==> src/rtl/trivium_pkg.sv <==
// Shared types and constants for the Trivium core sequencing controller.
package trivium_pkg;

  // Key width of the cipher core.
  localparam int unsigned KEY_W = 80;

  // Width of the shared down-counter used for the init and response timeouts.
  localparam int unsigned TMR_W = 16;

  // Controller states; the encoding is visible on ctrl_state.
  typedef enum logic [2:0] {
    ST_IDLE      = 3'd0,
    ST_LOAD_KEY  = 3'd1,
    ST_WAIT_INIT = 3'd2,
    ST_RUN       = 3'd3,
    ST_HOLD      = 3'd4,
    ST_FAULT     = 3'd5
  } ctrl_state_e;

  // Bit positions inside core_status.
  localparam int unsigned STAT_RUNNING   = 0;
  localparam int unsigned STAT_BLK_FULL  = 1;
  localparam int unsigned STAT_ERR       = 2;
  localparam int unsigned STAT_KEY_ERR   = 3;
  localparam int unsigned STAT_TOT_RESET = 4;

  // Flow status reported to the core; the upper bit is never used.
  localparam logic [1:0] FIFO_CND_OPEN = 2'b00;
  localparam logic [1:0] FIFO_CND_BUSY = 2'b01;

  function automatic logic [1:0] fifo_cnd_enc(input logic busy);
    return busy ? FIFO_CND_BUSY : FIFO_CND_OPEN;
  endfunction

endpackage

==> src/rtl/trivium_key_ser.sv <==
// Key serializer: captures the full key, then presents it MSB first with a
// strobe held for STROBE_LEN cycles. Bits beyond the key width shift out as 0.
module trivium_key_ser
  import trivium_pkg::*;
#(
  parameter int unsigned STROBE_LEN = 81
) (
  input  logic             clk,
  input  logic             rst,
  input  logic             load_i,
  input  logic [KEY_W-1:0] key_i,
  output logic             strobe_o,
  output logic             key_bit_o,
  output logic             last_o
);

  localparam int unsigned CNT_W = $clog2(STROBE_LEN + 1);

  logic [KEY_W-1:0] shift_q, shift_d;
  logic [CNT_W-1:0] cnt_q, cnt_d;

  // Shift register and remaining-strobe counter, cleared asynchronously so the
  // strobe drops the moment reset asserts.
  always_ff @(posedge clk or negedge rst) begin
    if (!rst) begin
      shift_q <= '0;
      cnt_q   <= '0;
    end else begin
      shift_q <= shift_d;
      cnt_q   <= cnt_d;
    end
  end

  // Load takes priority; otherwise shift left with zero fill while strobing.
  always_comb begin
    shift_d = shift_q;
    cnt_d   = cnt_q;
    if (load_i) begin
      shift_d = key_i;
      cnt_d   = CNT_W'(STROBE_LEN);
    end else if (cnt_q != '0) begin
      shift_d = {shift_q[KEY_W-2:0], 1'b0};
      cnt_d   = cnt_q - 1'b1;
    end
  end

  assign strobe_o  = (cnt_q != '0);
  assign key_bit_o = strobe_o & shift_q[KEY_W-1];
  assign last_o    = (cnt_q == CNT_W'(1));

endmodule

==> src/rtl/trivium_ctrl.sv <==
// Sequencing controller for a Trivium stream-cipher core: loads the key
// serially, waits for core init, then moves plaintext bytes into the core one
// at a time and buffers each ciphertext byte for the downstream consumer.
//
//  state      | meaning
//  -----------+---------------------------------------------------------
//  IDLE       | after reset, waiting for the first key_load
//  LOAD_KEY   | key strobed into core bit by bit (key_load ignored)
//  WAIT_INIT  | waiting for core running bit, bounded by INIT_TIMEOUT
//  RUN        | one byte at a time: issue, await core_wt_sgn, buffer
//  HOLD       | core block-full; no issue until running bit returns
//  FAULT      | sticky fault, only key_load leaves
module trivium_ctrl
  import trivium_pkg::*;
#(
  parameter int unsigned KEY_STROBE_LEN = 81,
  parameter int unsigned INIT_TIMEOUT   = 2047,
  parameter int unsigned RSP_TIMEOUT    = 15
) (
  input  logic             clk,
  input  logic             rst,
  input  logic             key_load,
  input  logic [KEY_W-1:0] key_in,
  input  logic             in_valid,
  output logic             in_ready,
  input  logic [7:0]       in_data,
  output logic             out_valid,
  input  logic             out_ready,
  output logic [7:0]       out_data,
  input  logic             ds_afull,
  output logic             core_key,
  output logic             core_strob_key,
  output logic [7:0]       core_data,
  output logic             core_strob_data,
  output logic [1:0]       core_fifo_cnd,
  input  logic [7:0]       core_stream,
  input  logic             core_wt_sgn,
  input  logic [7:0]       core_status,
  output logic [2:0]       ctrl_state,
  output logic             fault,
  output logic [15:0]      byte_cnt
);

  localparam logic [TMR_W-1:0] INIT_TMR = TMR_W'(INIT_TIMEOUT);
  localparam logic [TMR_W-1:0] RSP_TMR  = TMR_W'(RSP_TIMEOUT);

  ctrl_state_e      state_q, state_d;
  logic [TMR_W-1:0] tmr_q, tmr_d;
  logic             outst_q, outst_d;
  logic             ob_valid_q, ob_valid_d;
  logic [7:0]       ob_data_q, ob_data_d;
  logic [15:0]      byte_cnt_q, byte_cnt_d;
  logic             fault_q, fault_d;

  logic key_accept;
  logic issue;
  logic xfer;
  logic rsp_to;
  logic ser_strobe;
  logic ser_bit;
  logic ser_last;

  logic running, blk_full, err_any;
  logic unused_status;

  assign running  = core_status[STAT_RUNNING];
  assign blk_full = core_status[STAT_BLK_FULL];
  assign err_any  = core_status[STAT_ERR] | core_status[STAT_KEY_ERR]
                  | core_status[STAT_TOT_RESET];
  assign unused_status = ^core_status[7:5];

  trivium_key_ser #(
    .STROBE_LEN (KEY_STROBE_LEN)
  ) u_key_ser (
    .clk       (clk),
    .rst       (rst),
    .load_i    (key_accept),
    .key_i     (key_in),
    .strobe_o  (ser_strobe),
    .key_bit_o (ser_bit),
    .last_o    (ser_last)
  );

  // FSM state register.
  always_ff @(posedge clk or negedge rst) begin
    if (!rst) begin
      state_q <= ST_IDLE;
    end else begin
      state_q <= state_d;
    end
  end

  // Timer, outstanding flag, output buffer, byte counter and fault flag.
  always_ff @(posedge clk or negedge rst) begin
    if (!rst) begin
      tmr_q      <= '0;
      outst_q    <= 1'b0;
      ob_valid_q <= 1'b0;
      ob_data_q  <= '0;
      byte_cnt_q <= '0;
      fault_q    <= 1'b0;
    end else begin
      tmr_q      <= tmr_d;
      outst_q    <= outst_d;
      ob_valid_q <= ob_valid_d;
      ob_data_q  <= ob_data_d;
      byte_cnt_q <= byte_cnt_d;
      fault_q    <= fault_d;
    end
  end

  // Next-state and datapath control. A key reload or a fault entry overrides
  // whatever the state branch decided about the byte pipeline.
  always_comb begin
    state_d    = state_q;
    tmr_d      = tmr_q;
    outst_d    = outst_q;
    ob_valid_d = ob_valid_q;
    ob_data_d  = ob_data_q;
    byte_cnt_d = byte_cnt_q;
    fault_d    = fault_q;
    key_accept = 1'b0;
    issue      = 1'b0;
    rsp_to     = 1'b0;

    xfer = ob_valid_q & out_ready;
    if (xfer) begin
      ob_valid_d = 1'b0;
      if (byte_cnt_q != 16'hFFFF) begin
        byte_cnt_d = byte_cnt_q + 16'd1;
      end
    end

    case (state_q)
      ST_IDLE: begin
        if (key_load) begin
          key_accept = 1'b1;
        end
      end

      ST_LOAD_KEY: begin
        if (ser_last) begin
          state_d = ST_WAIT_INIT;
          tmr_d   = INIT_TMR;
        end
      end

      ST_WAIT_INIT: begin
        if (core_status[STAT_KEY_ERR]) begin
          state_d = ST_FAULT;
        end else if (running) begin
          state_d = ST_RUN;
        end else if (tmr_q <= TMR_W'(1)) begin
          state_d = ST_FAULT;
        end else begin
          tmr_d = tmr_q - TMR_W'(1);
        end
      end

      ST_RUN, ST_HOLD: begin
        if (key_load) begin
          key_accept = 1'b1;
        end else if (err_any) begin
          state_d = ST_FAULT;
        end else begin
          // The response may land in either state; the timer keeps running in HOLD.
          if (outst_q) begin
            if (core_wt_sgn) begin
              outst_d    = 1'b0;
              ob_valid_d = 1'b1;
              ob_data_d  = core_stream;
            end else if (tmr_q <= TMR_W'(1)) begin
              rsp_to = 1'b1;
            end else begin
              tmr_d = tmr_q - TMR_W'(1);
            end
          end

          if (rsp_to) begin
            state_d = ST_FAULT;
          end else if (state_q == ST_RUN) begin
            if (blk_full) begin
              state_d = ST_HOLD;
            end else if (in_valid && !outst_q && !ob_valid_q && !ds_afull) begin
              issue   = 1'b1;
              outst_d = 1'b1;
              tmr_d   = RSP_TMR;
            end
          end else if (running) begin
            state_d = ST_RUN;
          end
        end
      end

      ST_FAULT: begin
        if (key_load) begin
          key_accept = 1'b1;
        end
      end

      default: begin
        state_d = ST_IDLE;
      end
    endcase

    if (state_d == ST_FAULT && state_q != ST_FAULT) begin
      fault_d    = 1'b1;
      outst_d    = 1'b0;
      ob_valid_d = 1'b0;
    end

    // A new key drops any byte in flight, including one whose result arrives now.
    if (key_accept) begin
      state_d    = ST_LOAD_KEY;
      byte_cnt_d = '0;
      outst_d    = 1'b0;
      ob_valid_d = 1'b0;
      fault_d    = 1'b0;
    end
  end

  // Outputs; reset gating on fifo_cnd keeps it at 00 while rst is low.
  always_comb begin
    in_ready        = issue;
    core_strob_data = issue;
    core_data       = issue ? in_data : 8'h00;
    core_strob_key  = ser_strobe & (state_q == ST_LOAD_KEY);
    core_key        = ser_bit & (state_q == ST_LOAD_KEY);
    core_fifo_cnd   = rst ? fifo_cnd_enc(ob_valid_q | ds_afull) : FIFO_CND_OPEN;
    out_valid       = ob_valid_q;
    out_data        = ob_data_q;
    ctrl_state      = state_q;
    fault           = fault_q;
    byte_cnt        = byte_cnt_q;
  end

endmodule

==> config.mk <==
export PLATFORM = sky130hd
export DESIGN_NAME = trivium_ctrl
export DESIGN_NICKNAME = d
export VERILOG_FILES = /design/src/rtl/trivium_pkg.sv /design/src/rtl/trivium_key_ser.sv /design/src/rtl/trivium_ctrl.sv
export SDC_FILE = /design/constraint.sdc
export NUM_CORES = 1
export LEC_CHECK = 0
export CELL_PAD_IN_SITES_DETAIL_PLACEMENT = 1
export CELL_PAD_IN_SITES_GLOBAL_PLACEMENT = 2
export CORE_AREA = 2 2 208 108
export DETAILED_ROUTE_END_ITERATION = 10
export DIE_AREA = 0 0 210 110
export MAX_ROUTING_LAYER = met4
export PLACE_DENSITY = 0.82
export SLEW_MARGIN = 20
export SYNTH_ARGS = -nofsm -noshare
export SYNTH_HDL_FRONTEND = slang
export SYNTH_SLANG_ARGS = --single-unit
export TNS_END_PERCENT = 100
==> constraint.sdc <==
create_clock -name clk -period 6.4 [get_ports clk]
set_input_delay 0.96 -clock clk [delete_from_list [all_inputs] [get_ports clk]]
set_output_delay 0.96 -clock clk [all_outputs]
set_load 0.05 [all_outputs]
==> impl_results.md <==
* Drt first-iter violations at 336
* TritonCTS clock tree: built
* Reg2Reg Setup Slack at 3.68 ns
* Core Util, Final at 44.7%
* RSZ-0062 raised after global routing: false
* Worst Hold Depth at 1
* Drt wl/cell at 17.5 um
* Post-synthesis xor/xnor area fraction at 2.21%
* Slew HR at 36.1%
* Hpwl dp at 14600 um
* Placer Congestion at 0.901
* Postcts setup bufs at 0
* Arrival time at the worst endpoint at 3.73 ns
* PwrDens at 368 nW/um^2
* Sequential area share after synthesis at 46.6%
* Area share of the largest cell type after synthesis at 46.6%
* Worst reg2reg startpoint: ctrl_state[1]
* First drt pass iteration count at 4
* Chip height at 110 um
* Worst R2R End: tmr_q[14]
* FP Rows at 38
* CTS sink count at 133
* Die Footprint at 23100 sq um
* Clock slew at reported path FFs at 0.07 ns
* # H-tree levels at 4
* Largest net degree at the start of global routing at 95
* Largest family of logic cells by synthesized area: simple AND/OR/NAND/NOR gates
* CTS root buf: clkbuf_16
* Hold_sp: fault
* Yosys cell types at 83
* First-pass GRT wire length at 32500 um
* Area Growth Syn to Fin at 33.0%
* Final slew viol count at 0
* Final Skew at 0.0145 ns
* FMAX at 213 MHz
* Post-DRT Antenna Nets at 0
* Minimum clock period at 4.69 ns
* Cts bufs inserted at 17
* Fraction of synthesized area in multiplexers at 12.3%
* Initial core utilization at 33.6%
* Post-Syn Area at 7140 sq um
* FFs w/ async S/R, synth at 100%
* Initial antenna violation count at 1
* Hold Crit Class: reg -> reg
* GRT Resource Usage Total at 18.6%
* #FFs+latches synth at 133
* FF-to-FF path depth at 6
* Nets at 980
* Worst-skew pair later-pin latency at 0.42 ns
* CTS Hold Bufs at 0
* MaxCap Viol Count at 0
* Yosys top cell by area: dfrtp_1
* Final hold violation count at 0
* Congestion Overflow GR at 0
* Core ar. at 21300 sq um
* Remaining DRCs at 0
* Number of global-route vias before repair at 5923
* Pleak at 4.34 nW
* Worst endpoint required time at 5.44 ns
* Critical Path End Type: output pin
* Fillcell total at 2368
* Register area at 3330 sq um
* Status: complete, no violations
* Multi-input gate area at 3590 sq um
* Syn nets at 848
* Share of layout cells above drive strength 1 at 8.67%
* CP Launch Type: input pin
* Worst-Margin Slew at 0.958 ns
* Synth Area in Simple Gates at 18.7%
* PortBufs at 149
* Post-synth EDFFs at 0
* Critical path peak fanout at 11
* Synth top area cells: dfrtp_1 (47%), mux2i_1 (11%), o21ai_0 (7.1%), nand2_1 (5.9%), nor2_1 (2.4%)
* I/O pins at 154
* Final setup fails at 0
* Tcrit/Tclk final at 73.3%
* Synthesis Warnings at 0
* Worst setup path class: in -> out
* Routed vias at 5919
* Ys flop type: dfrtp_1
* Clock Tree Buf Depth at 2
* Setup TNS at 0 ns
* WL final at 20300 um
* Hold EP: fault
* Peak VDD IR at 0.000207 V
* Mean Syn Cell Area at 9.75 sq um
* Post_cts resized at 0
* Vias/cell at 5.11
* Die Wd at 210 um
* Area fraction in compound gates after synthesis at 15.8%
* Synth Instances at 732
* Synth Area in Adders at 0.877%
[worst max path at each step]
stage | startpoint | slack, ns | to | depth (start not counted)
floorplan | ctrl_state[0] | 2.15 | core_key | 4
global placement | in_valid | 1.76 | core_data[0] | 7
detailed placement | in_valid | 1.68 | core_data[6] | 7
CTS | ds_afull | 1.67 | core_data[6] | 7
global route | in_valid | 1.47 | core_data[6] | 7
finish | ds_afull | 1.71 | core_data[6] | 7
[worst max-delay path, stage by stage]
cell and delay (ns):
clkdlybuf4s50_1 0.41, or4b_1 0.53, nor2_1 0.24, nand2_1 0.23
nor2_2 0.36, and2_1 0.19, clkdlybuf4s50_1 0.80
[metal layers]
metal / share of wire [%] / track usage (%) / vias up
met2: 38 / 24.0 / 164
li1: - / - / 2891
met4: 0.54 / 4.66 / 0
met1: 54 / 27.4 / 2852
met5: 0 / - / -
met3: 7.3 / 6.26 / 12
[cells in the mapped netlist, types with 3 or more instances]
| cell type | n |
|---|---|
| nor2b_1 | 5 |
| xnor2_1 | 6 |
| nand2b_1 | 6 |
| buf_2 | 14 |
| nand3b_1 | 3 |
| inv_1 | 9 |
| a211oi_1 | 4 |
| and2_1 | 10 |
| a21o_1 | 3 |
| xor2_1 | 12 |
| nand2_1 | 112 |
| nor3_2 | 3 |
| ha_1 | 5 |
| a31oi_1 | 4 |
| mux2i_1 | 79 |
| o211ai_1 | 5 |
| nand3_1 | 13 |
| nor2_1 | 46 |
| o21ai_0 | 101 |
| a211o_1 | 5 |
| buf_4 | 5 |
| buf_1 | 4 |
| clkbuf_1 | 15 |
| nor4_1 | 7 |
| and3_1 | 5 |
| dfrtp_1 | 133 |
| a21oi_1 | 21 |
| nor3_1 | 10 |
| nand4_1 | 8 |
| mux2_2 | 8 |
| o31ai_1 | 3 |
[registers in the layout, summed over array words and instances (netlist names)]
name	count
ctrl_state	3
fault	1
out_valid	1
u_key_ser.shift_q	80
tmr_q	16
outst_q	1
out_data	8
u_key_ser.cnt_q	7
byte_cnt	16
[where the power goes]
part           total, mW  switching, mW  internal, mW
Clock               1.09          0.383         0.703
Sequential          1.37          0.224          1.14
Combinational       1.04          0.607         0.434
Total               3.49           1.21          2.28
[logic make-up (layout without fill, tap and decap cells)]
group | Yosys count | count (layout)
buffers and inverters | 50 | 195
AOI/OAI and AO/OA | 179 | 179
other | 1 | 2
DFF | 133 | 133
muxes | 87 | 87
xor gates and xnor gates | 18 | 18
adders and majority gates | 5 | 5
and+or+nand+nor | 259 | 259
[layout by cell type, fill, tap and decap left out, types with 8 or more instances in the layout]
cell type        Yosys  final
xor2_1              12     12
o21ai_0            101    100
mux2i_1             79     79
nor2_1              46     46
nand4_1              8      8
mux2_2               8      8
clkdlybuf4s50_1      0    148
nand2_1            112    112
dfrtp_1            133    133
nand3_1             13     12
inv_1                9      9
clkbuf_16            0     17
and2_1              10     10
nor3_1              10     10
a21oi_1             21     21
[metrics by stage]
stage / cells / power (mW) / cell area [sq um] / hold slack [ns] / setup WS [ns]
2_1_floorplan: 732 / 2.06 / 7140 / 0.465 / 2.15
3_3_place_gp: 1125 / 2.38 / 8840 / 0.469 / 1.76
3_5_place_dp: 1125 / 2.43 / 8840 / 0.477 / 1.68
4_1_cts: 1157 / 3.54 / 9490 / 0.493 / 1.67
5_1_grt: 1158 / 3.74 / 9490 / 0.531 / 1.47
6_report: 1158 / 3.49 / 9490 / 0.496 / 1.71
[layout make-up]
| cell class | instances | area share [%] |
|---|---|---|
| clock inverters | 12 | 2.12 |
| clock buffers | 20 | 4.70 |
| diodes | 1 | 0.0264 |
| well taps | 280 | 3.69 |
| multi-input cells | 549 | 37.8 |
| repair buffers | 154 | 16.2 |
| flip-flops and latches | 133 | 35.1 |
| inverters | 9 | 0.356 |
Note: power is estimated with default switching activity, not from simulation.
